## src/rtl/piso_serializer.sv

```systemverilog
// rtl/piso_serializer.sv - parallel-in/serial-out word transmitter
//
// Purpose: accepts a WIDTH-bit word over a valid/ready handshake and shifts it
// out one bit per enabled clock, with a frame-valid flag and a last-bit marker.
// Back-to-back words stream with no gap when the next word is offered while the
// last bit of the current word is being shifted out.
//
// Ports:
//   clk         in   rising-edge clock
//   rst         in   synchronous, active-low reset
//   load_valid  in   producer offers a word on load_data
//   load_ready  out  serializer accepts a word this cycle (combinational)
//   load_data   in   WIDTH-bit word, sampled only on acceptance
//   ser_en      in   shift enable; 0 freezes the serial side
//   ser_out     out  current serial bit (registered)
//   ser_valid   out  ser_out carries a valid bit (registered)
//   ser_last    out  ser_out is the final bit of the word (registered)
module piso_serializer #(
  parameter int WIDTH     = 8,
  parameter bit MSB_FIRST = 1'b1
) (
  input  logic             clk,
  input  logic             rst,
  input  logic             load_valid,
  output logic             load_ready,
  input  logic [WIDTH-1:0] load_data,
  input  logic             ser_en,
  output logic             ser_out,
  output logic             ser_valid,
  output logic             ser_last
);

  localparam int CNT_W = (WIDTH > 2) ? $clog2(WIDTH) : 1;
  localparam logic [CNT_W-1:0] LAST_CNT = CNT_W'(WIDTH - 1);

  typedef enum logic {
    IDLE  = 1'b0,
    SHIFT = 1'b1
  } state_e;

  state_e           state_q, state_d;
  logic [WIDTH-1:0] shreg_q, shreg_d;
  logic [CNT_W-1:0] count_q, count_d;
  logic             ser_out_q, ser_out_d;
  logic             ser_valid_q, ser_valid_d;
  logic             ser_last_q, ser_last_d;
  logic             accept;

  // A new word can be taken when idle, or on the enabled cycle that retires
  // the last bit of the current word (gapless streaming).
  assign load_ready = rst & ((state_q == IDLE) |
                             ((state_q == SHIFT) & ser_last_q & ser_en));
  assign accept     = load_valid & load_ready;

  assign ser_out   = ser_out_q;
  assign ser_valid = ser_valid_q;
  assign ser_last  = ser_last_q;

  always_ff @(posedge clk) begin
    if (!rst) begin
      state_q     <= IDLE;
      shreg_q     <= '0;
      count_q     <= '0;
      ser_out_q   <= 1'b0;
      ser_valid_q <= 1'b0;
      ser_last_q  <= 1'b0;
    end else begin
      state_q     <= state_d;
      shreg_q     <= shreg_d;
      count_q     <= count_d;
      ser_out_q   <= ser_out_d;
      ser_valid_q <= ser_valid_d;
      ser_last_q  <= ser_last_d;
    end
  end

  // The shift register keeps the word aligned so that the bit on ser_out is
  // always at the "send" end (bit WIDTH-1 for MSB-first, bit 0 otherwise);
  // the next bit to present is read from its neighbour before shifting.
  always_comb begin
    state_d     = state_q;
    shreg_d     = shreg_q;
    count_d     = count_q;
    ser_out_d   = ser_out_q;
    ser_valid_d = ser_valid_q;
    ser_last_d  = ser_last_q;

    unique case (state_q)
      IDLE: begin
        ser_out_d   = 1'b0;
        ser_valid_d = 1'b0;
        ser_last_d  = 1'b0;
        count_d     = '0;
        if (accept) begin
          state_d     = SHIFT;
          shreg_d     = load_data;
          count_d     = '0;
          ser_out_d   = MSB_FIRST ? load_data[WIDTH-1] : load_data[0];
          ser_valid_d = 1'b1;
        end
      end

      SHIFT: begin
        if (ser_en) begin
          if (!ser_last_q) begin
            count_d    = count_q + CNT_W'(1);
            ser_last_d = (count_d == LAST_CNT);
            if (MSB_FIRST) begin
              shreg_d   = shreg_q << 1;
              ser_out_d = shreg_q[WIDTH-2];
            end else begin
              shreg_d   = shreg_q >> 1;
              ser_out_d = shreg_q[1];
            end
          end else if (load_valid) begin
            // Reload: first bit of the next word follows immediately.
            shreg_d     = load_data;
            count_d     = '0;
            ser_out_d   = MSB_FIRST ? load_data[WIDTH-1] : load_data[0];
            ser_valid_d = 1'b1;
            ser_last_d  = 1'b0;
          end else begin
            state_d     = IDLE;
            count_d     = '0;
            ser_out_d   = 1'b0;
            ser_valid_d = 1'b0;
            ser_last_d  = 1'b0;
          end
        end
      end

      default: begin
        state_d = IDLE;
      end
    endcase
  end

endmodule

```

## config.mk

```make
export PLATFORM = sky130hd
export DESIGN_NAME = piso_serializer
export DESIGN_NICKNAME = d
export VERILOG_FILES = /design/src/rtl/piso_serializer.sv
export SDC_FILE = /design/constraint.sdc
export NUM_CORES = 1
export LEC_CHECK = 0
export CORE_MARGIN = 3
export CORE_UTILIZATION = 30
export DETAILED_ROUTE_END_ITERATION = 12
export GPL_ROUTABILITY_DRIVEN = 1
export SETUP_SLACK_MARGIN = 0.1
export SLEW_MARGIN = 20
export SYNTH_ARGS = -nofsm -noshare
export SYNTH_HDL_FRONTEND = slang
export SYNTH_SLANG_ARGS = --single-unit
```

## constraint.sdc

```tcl
create_clock -name clk -period 3.32 [get_ports clk]
set_clock_uncertainty 0.2 [all_clocks]
set_input_delay 0.664 -clock clk [delete_from_list [all_inputs] [get_ports clk]]
set_output_delay 0.664 -clock clk [all_outputs]
set_load 0.05 [all_outputs]
```

## Word-level counts from Yosys, hierarchy flattened

Cells that the tools add are included.

| cells by class | value |
|---|---|
| add/subtract/negate cells | 1 |
| equal/unequal tests | 5 |
| multiplexer cells | 24 |
| bitwise logic cells | 6 |
| reductions and logical operators | 2 |

Operators with widths:

| cell | number |
|---|---|
| $mux 7 | 4 |
| $pmux 7 s2 | 1 |
| $mux 1 | 12 |
| $pmux 1 s2 | 4 |
| $mux 3 | 2 |
| $pmux 3 s2 | 1 |
| $and 1x1->1 | 4 |
| $ne 2x2->1 const B | 2 |
| $add 3x1->3 const B | 1 |
| $eq 3x3->1 const B | 1 |
| $ne 3x3->1 const B | 1 |
| $reduce_and 3->1 | 1 |
| $ne 2x1->1 const B | 1 |
| $reduce_and 2->1 | 1 |
| $not 1->1 | 1 |
| $or 1x1->1 | 1 |

| word-level totals | value |
|---|---|
| bits in registers | 14 |
| bits of input ports | 12 |
| output and inout bits | 4 |
| logic and storage cells | 44 |

## Longest topological paths before layout

Gate-level depths: netlist (run 1).

| logic depth | value |
|---|---|
| word-level depth | 7 |
| mapped depth | 6 |
| gate-level depth less buffers | 5 |

## Worst setup path after synthesis (run 1)

OpenSTA, ideal clock, no wires.

| path | value |
|---|---|
| path type | in2out |
| start point | input port rst |
| end point | output port load_ready |
| arrival | 1.660 ns |
| required time | 2.456 ns |
| path slack | 0.796 ns |
| stages on the path | 2 |
| buffers on the path | 1 |
| cells stage by stage | clkbuf_1 > nor2b_1 |

| between the ends | value |
|---|---|
| word-level cells in the longest chain between the ends | 1 |

Ends and longest elaborated chain:

| item | RTL line | source |
|---|---|---|
| start, declared | 23 | `input logic rst,` |
| $and 1x1->1 | 51 | `assign load_ready = rst & ((state_q == IDLE) \|` |
| end, declared | 25 | `output logic load_ready,` |

Every way passes these cells.

## Worst setup path after layout (run 1)

| path | value |
|---|---|
| start point | input port ser_en |
| end point | output port load_ready |

| between the ends | value |
|---|---|
| word-level cells in the longest chain between the ends | 3 |

Ends and longest elaborated chain:

| item | RTL line | source |
|---|---|---|
| start, declared | 27 | `input logic ser_en,` |
| $and 1x1->1 | 52 | `((state_q == SHIFT) & ser_last_q & ser_en));` |
| $or 1x1->1 | 51 |  |
| $and 1x1->1 | 51 |  |

Every way passes these cells.

==> reports/results.ini, run 1 <==
[timing]
post-route-period-util_pct=80.3
slew_violations=0
tightest_slew_ns=0.516
fmax_mhz=375
slew_headroom_pct=65.6
setup_violations=0
fin_crit_ns=2.67
hold_viol=0
fin_setup_tns_ns=0
rsz0062_at_grt=no

[yosys]
syn_inst=76
yosys_most_used_dff=dfxtp_1
synth_edf_count=0
ys_types=29
syn-num-nets=90
async_reset_ff_share_pct=0
syn_area_um2=711
ys_warn_count=0
yosysSeqAreaShare_pct=39.4
synth-seq-cells=14
avgSynthCellArea_um2=9.35

[critical_path]
r2r_start=ser_last
r2r_end=shreg_q[5]
critPathMaxFanout=6
end_kind=output pin
ff2ff_path_depth=4
worstSetupPathType=input pin to output pin
crit_path_start_kind=input pin
rrSetupSlack_ns=1.60
crit_arrival_ns=1.80
cp_data_required_time_ns=2.46

[global_route]
grt_max_degree=14
grt_pass1_wl_mm=2.18
grt.overflow.total=0
grt_usage_pct=10.2
grt_pass1_vias=548
antenna_found_initial=0

[clock_tree]
cts_resized=0
numCtsBuffers=3
root_buffer=clkbuf_4
clk_latency_ns=0.27
cts-hold-fix-buffers=0
post-cts-setup-buffers=0
cts_num_sinks=14
path_clk_slew_ns=0.08
clock_tree.buffer_depth=2
tritoncts=done
htree_levels=1

[finish]
area_growth_syn_to_layout_pct=28.7
diodes=0
nets=107
finalCoreUtilization_pct=43.5
final_layout_size_suffix_gt1_share_pct=12.0

[routing]
routedWlPerCell_um=11.1
drtPass1Iterations=4
antenna_left=0
wirelength_mm=1.32
vias_per_cell=4.90
vias=583
drc=0
drt_iter0_markers=8

[worst_hold_path]
hold_depth=2
hold_end=shreg_q[0]
min_from=shreg_q[0]
hold_path_class=flop to flop

[pwr]
vdd_ir_drop_max_uv=258
power_density_mw_per_mm2=411
p_leak_nw=0.424

[floorplan]
die-width_um=54.7
rows=16
die_h_um=54.7
start_util_pct=33.8
dieArea_mm2=0.00299
core_area_mm2=0.00210
io_pins=16

[place]
place.gp.congestion=0.754
place_hpwl_mm=1.00
io_buffers=15

[status]
status=finished, final reports clean

[job]
cap_violations=0

==> area by class of cell <==
class	count	area, um2
clock buffer	4	36.3
inverter	3	11.3
sequential	14	280
fill	216	1190
multi-input combinational	55	385
timing repair buffer	16	168
tap	27	33.8
==> through the flow <==
| step | instance area, um2 | std cells | hold WS [ns] | power [W] | setup WS, ns |
|---|---|---|---|---|---|
| 3_3_place_gp | 878 | 115 | 0.274 | 0.000259 | 0.671 |
| 5_1_grt | 915 | 119 | 0.304 | 0.000398 | 0.611 |
| 4_1_cts | 915 | 119 | 0.285 | 0.000383 | 0.641 |
| 6_report | 915 | 119 | 0.276 | 0.000376 | 0.653 |
| 3_5_place_dp | 878 | 115 | 0.272 | 0.000260 | 0.649 |
| 2_1_floorplan | 711 | 76 | 0.251 | 0.000233 | 0.796 |
==> flip-flops by register name (all words and copies together), names as in the netlist <==
signal and cells:
count_q 3, ser_last 1, ser_out 1, ser_valid 1, shreg_q 7, state_q 1
==> cell usage after synthesis (all sizes together), types with 2 or more instances <==
library cell | count | area, um2
o21ai | 2 | 10.0
nor2b | 3 | 26.3
inv | 3 | 11.3
nor2 | 3 | 11.3
mux2i | 7 | 70.1
nand2 | 13 | 51.3
ha | 2 | 25.0
nor3 | 2 | 10.0
dfxtp | 14 | 280
a21boi | 2 | 18.8
a21oi | 6 | 30.0
buf | 3 | 30.0
o211a | 6 | 60.1
==> power by group <==
group	switching [W]	internal (W)	leakage, nW
sequential	0.00000688	0.000178	0.115
clock	0.0000533	0.0000667	0.0210
combinational	0.0000348	0.0000356	0.288
==> cells in the final DEF, fill, tap and decap left out, types with 2 or more instances in the layout <==
master           count
dfxtp_1             14
inv_1                2
nor3_1               2
nor2_1               3
a21oi_1              6
clkdlybuf4s50_1     14
o211a_1              6
mux2i_1              7
ha_1                 2
nor2b_1              2
nand2_1             12
clkbuf_4             3
==> cell families (layout without fill, tap and decap cells) <==
family                     count (synthesis)  count (layout)  synth area share (%)
DFF                                       14              14                  39.4
and+or+nand+nor                           25              25                  18.0
buffers and inverters                      7              23                  6.34
AOI/OAI and AO/OA                         20              20                  21.7
adders and majority gates                  2               2                  3.52
muxes                                      7               7                  9.86
xor gates and xnor gates                   1               1                  1.23
==> routing by layer <==
layer  wire length (um)  vias up  global-route usage, %  part of all wire, %
met5                  0        -                      0                    0
met4                  9        0                   1.24                 0.68
met3                 78        2                   4.90                  5.9
met2                660       13                   18.3                   50
met1                567      265                   11.0                   43
li1                   -      303                      -                    -
==> worst max path at each step <==
stage / startpoint / end / slack, ns / cells past startpoint
global placement: ser_en / load_ready / 0.67 / 4
CTS: ser_en / load_ready / 0.64 / 4
detailed placement: ser_en / load_ready / 0.65 / 4
finish: ser_en / load_ready / 0.65 / 4
global route: ser_en / load_ready / 0.61 / 4
floorplan: rst / load_ready / 0.80 / 2
==> critical path, cell delays in order <==
cell	delay, ns
clkdlybuf4s50_1	0.62
a21boi_2	0.12
nor2b_1	0.23
buf_12	0.17
Note: power is estimated with default switching activity, not from simulation.
==> inputs of run 2 (changes only) <==
==> constraint.sdc (replaced) <==
create_clock -name clk -period 2.6 [get_ports clk]
set_clock_uncertainty 0.2 [all_clocks]
set_input_delay 0.52 -clock clk [delete_from_list [all_inputs] [get_ports clk]]
set_output_delay 0.52 -clock clk [all_outputs]
set_load 0.05 [all_outputs]
==> run 2 against run 1 <==
Register-to-register slack worse by 0.74 ns. Utilization up 0.36 points. Sequential cell count unchanged. Die area unchanged. Largest cell class unchanged. Highest routed layer unchanged.
==> reports/results.ini, run 2 (synthesized netlist as in run 1, its figures left out) <==
[timing]
hold_viol=0
holdWs_ns=0.285
post-route-period-util_pct=92.4
fin_crit_ns=2.40
tightest_slew_ns=0.490
setup_violations=0
slew_headroom_pct=67.3
slew_violations=0
fmax_mhz=416
fin_setup_tns_ns=0
rsz0062_at_grt=no

[critical_path]
cp_slowest_cell=clkdlybuf4s50_1
timing.critical_path.buf_inv=1
end_kind=output pin
crit_arrival_ns=1.68
cp_data_required_time_ns=1.88
crit_family=buffers and inverters
max_stage_delay_ns=0.87
path_cells=clkdlybuf4s50_1
worstSetupPathType=flop to output pin
critPathMaxFanout=11
crit_path_start_kind=flop
rrSetupSlack_ns=0.86

[pwr]
vdd_ir_drop_max_uv=203
power_density_mw_per_mm2=524
p_leak_nw=0.428

[finish]
largest_register_ffs=7
area_growth_syn_to_layout_pct=29.8
diodes=0
seq_area_um2=280
final_area_um2=922
fill_cells=216
finalCoreUtilization_pct=43.9
final_layout_size_suffix_gt1_share_pct=12.9
nets=108
largest_registers=shreg_q x7, count_q x3
final_cell_mix=dfxtp_1, clkdlybuf4s50_1, nand2_1, mux2i_1
largest-register=shreg_q
multiInputGateArea_um2=385

[global_route]
grt_pass1_wl_mm=2.15
grt.overflow.total=0
grt_usage_pct=10.4
antenna_found_initial=0
grt_pass1_vias=511
grt_max_degree=14

[clock_tree]
tritoncts=done
cts_resized=0
cts-hold-fix-buffers=0
post-cts-setup-buffers=0
clk_latency_ns=0.28
root_buffer=clkbuf_4
clock_tree.buffer_depth=2
numCtsBuffers=3
cts_num_sinks=14
htree_levels=1
path_clk_slew_ns=0.08

[floorplan]
die-width_um=54.7
io_pins=16
die_h_um=54.7
dieArea_mm2=0.00299
rows=16
core_area_mm2=0.00210
start_util_pct=33.8

[job]
cap_violations=0

[routing]
routedWlPerCell_um=11.1
drt_iter0_markers=18
wirelength_mm=1.34
vias=576
vias_per_cell=4.80
drtPass1Iterations=4
antenna_left=0
drc=0

[worst_hold_path]
hold_path_class=flop to flop

[place]
io_buffers=15
place_hpwl_mm=1.01
placed_area_um2=886
place.gp.congestion=0.747

[status]
status=finished, final reports clean

-- run 2: cell type report --
class	count	area share, %
Clock buffer	4	3.93
Inverter	3	1.22
Multi-Input combinational cell	55	41.8
Sequential cell	14	30.4
Tap cell	27	3.66
Timing Repair Buffer	17	19.0
-- run 2: worst paths after layout --
check        startpoint          to  depth (start not counted)
min reg2reg  shreg_q[0]  shreg_q[0]                          2
max            ser_last    ser_last                          1
max reg2reg    ser_last  shreg_q[6]                          4
min          shreg_q[0]  shreg_q[0]                          2
-- run 2: where the power goes --
group	leakage (nW)	switching, W	internal [W]	total [W]
logic	0.292	0.0000445	0.0000464	0.0000909
registers	0.115	0.00000897	0.000228	0.000237
clock network	0.0210	0.0000707	0.0000853	0.000156
total	0.428	0.000124	0.000359	0.000484
-- run 2: through the flow --
| step | instances | total power [W] | setup slack [ns] |
|---|---|---|---|
| global placement | 116 | 0.000332 | 0.305 |
| detailed placement | 116 | 0.000333 | 0.273 |
| finish | 120 | 0.000484 | 0.197 |
| CTS | 120 | 0.000495 | 0.178 |
| global route | 120 | 0.000515 | 0.120 |
| floorplan | 76 | 0.000298 | 0.288 |
-- run 2: routing by layer --
layer	GRT usage, %	part of all wire, %
met1	12.0	46
met2	15.9	47
met3	4.90	5.1
met4	4.98	1.8
met5	0	0
==> inputs of run 3 (changes only) <==
--- a/config.mk
+++ b/config.mk
@@ -5,7 +5,7 @@
 export SDC_FILE = /design/constraint.sdc
 export NUM_CORES = 1
 export LEC_CHECK = 0
-export CORE_MARGIN = 3
+export CORE_MARGIN = 8
 export CORE_UTILIZATION = 30
 export DETAILED_ROUTE_END_ITERATION = 12
 export GPL_ROUTABILITY_DRIVEN = 1
==> constraint.sdc (replaced) <==
create_clock -name clk -period 3 [get_ports clk]
set_clock_uncertainty 0.2 [all_clocks]
set_input_delay 0.6 -clock clk [delete_from_list [all_inputs] [get_ports clk]]
set_output_delay 0.6 -clock clk [all_outputs]
set_load 0.05 [all_outputs]
==> run 3 against run 2 <==
Worst setup slack better by 0.32 ns. Critical path depth unchanged. Combinational power shrank 13%. Via count is 1.9% lower. Routed wire length grew 4.8%. Sequential power shrank 14%. Largest cell class unchanged.
==> reports/results.ini, run 3 (synthesized netlist as in run 1, its figures left out) <==
[global_route]
antenna_found_initial=0
grt_max_degree=14
grt_usage_pct=7.11
grt_pass1_vias=530
grt.overflow.total=0
grt_pass1_wl_mm=2.33

[status]
status=finished, final reports clean

[clock_tree]
post-cts-setup-buffers=0
clk_latency_ns=0.28
cts_resized=0
root_buffer=clkbuf_4
tritoncts=done
htree_levels=1
clock_tree.buffer_depth=2
numCtsBuffers=3
cts_num_sinks=14
path_clk_slew_ns=0.09
cts-hold-fix-buffers=0

[floorplan]
core_area_mm2=0.00223
io_pins=16
die_h_um=64.7
dieArea_mm2=0.00418
rows=17
die-width_um=64.7
start_util_pct=31.8

[critical_path]
cp_data_required_time_ns=2.20
crit_family=buffers and inverters
end_kind=output pin
cp_slowest_cell=clkdlybuf4s50_1
worstSetupPathType=flop to output pin
path_cells=clkdlybuf4s50_1
critPathMaxFanout=11
crit_arrival_ns=1.68
crit_path_start_kind=flop
max_stage_delay_ns=0.87
timing.critical_path.buf_inv=1

[timing]
post-route-period-util_pct=82.8
tightest_slew_ns=0.508
fin_setup_tns_ns=0
slew_headroom_pct=66.1
slew_violations=0
rsz0062_at_grt=no
fmax_mhz=403
holdWs_ns=0.289
fin_crit_ns=2.48
setup_violations=0
hold_viol=0

[routing]
drc=0
antenna_left=0
vias=565
wirelength_mm=1.40
vias_per_cell=4.67
drt_iter0_markers=4
drtPass1Iterations=4
routedWlPerCell_um=11.6

[finish]
largest_register_ffs=7
area_growth_syn_to_layout_pct=29.9
final_layout_size_suffix_gt1_share_pct=12.9
largest_registers=shreg_q x7, count_q x3
nets=108
final_cell_mix=dfxtp_1, clkdlybuf4s50_1, nand2_1, mux2i_1
largest-register=shreg_q
diodes=0

[place]
place.gp.congestion=0.800
io_buffers=15
place_hpwl_mm=1.06

[pwr]
vdd_ir_drop_max_uv=251
power_density_mw_per_mm2=455
p_leak_nw=0.428

[job]
cap_violations=0

[worst_hold_path]
hold_path_class=flop to flop

run 3: cell counts in the layout (fill, tap and decap cells not counted):
Identical to the previous run, type by type.
run 3: worst paths after layout:
| check | depth (start not counted) | startpoint | slack [ns] | end |
|---|---|---|---|---|
| max | 1 | ser_last | 0.52 | ser_last |
| min reg2reg | 2 | shreg_q[0] | 0.29 | shreg_q[0] |
| min | 2 | shreg_q[0] | 0.29 | shreg_q[0] |
| max reg2reg | 4 | ser_last | 1.25 | shreg_q[3] |
run 3: metal layers:
| metal | wire length (um) | track usage [%] |
|---|---|---|
| met5 | 0 | 0 |
| met4 | 17 | 3.27 |
| met3 | 108 | 4.81 |
| met2 | 614 | 10.8 |
| met1 | 659 | 7.43 |
run 3: final cells by class:
class | count | area (um2)
Timing Repair Buffer | 17 | 175
Fill cell | 247 | 1310
Inverter | 3 | 11.3
Multi-Input combinational cell | 55 | 385
Sequential cell | 14 | 280
Clock buffer | 4 | 36.3
Tap cell | 28 | 35.0
run 3: where the power goes:
part	internal (W)	total, W	switching, W
Combinational	0.0000402	0.0000791	0.0000389
Clock	0.0000739	0.000136	0.0000622
Sequential	0.000197	0.000205	0.00000760
run 3: through the flow:
| stage | utilization (%) | worst slack (ns) | cell area, um2 | instances | power [W] |
|---|---|---|---|---|---|
| finish | 41.3 | 0.517 | 923 | 121 | 0.000420 |
| CTS | 41.3 | 0.482 | 923 | 121 | 0.000429 |
| global route | 41.3 | 0.413 | 923 | 121 | 0.000446 |
| detailed placement | 39.7 | 0.504 | 887 | 117 | 0.000289 |
| global placement | 39.7 | 0.519 | 887 | 117 | 0.000288 |
| floorplan | - | 0.604 | 711 | 76 | 0.000258 |
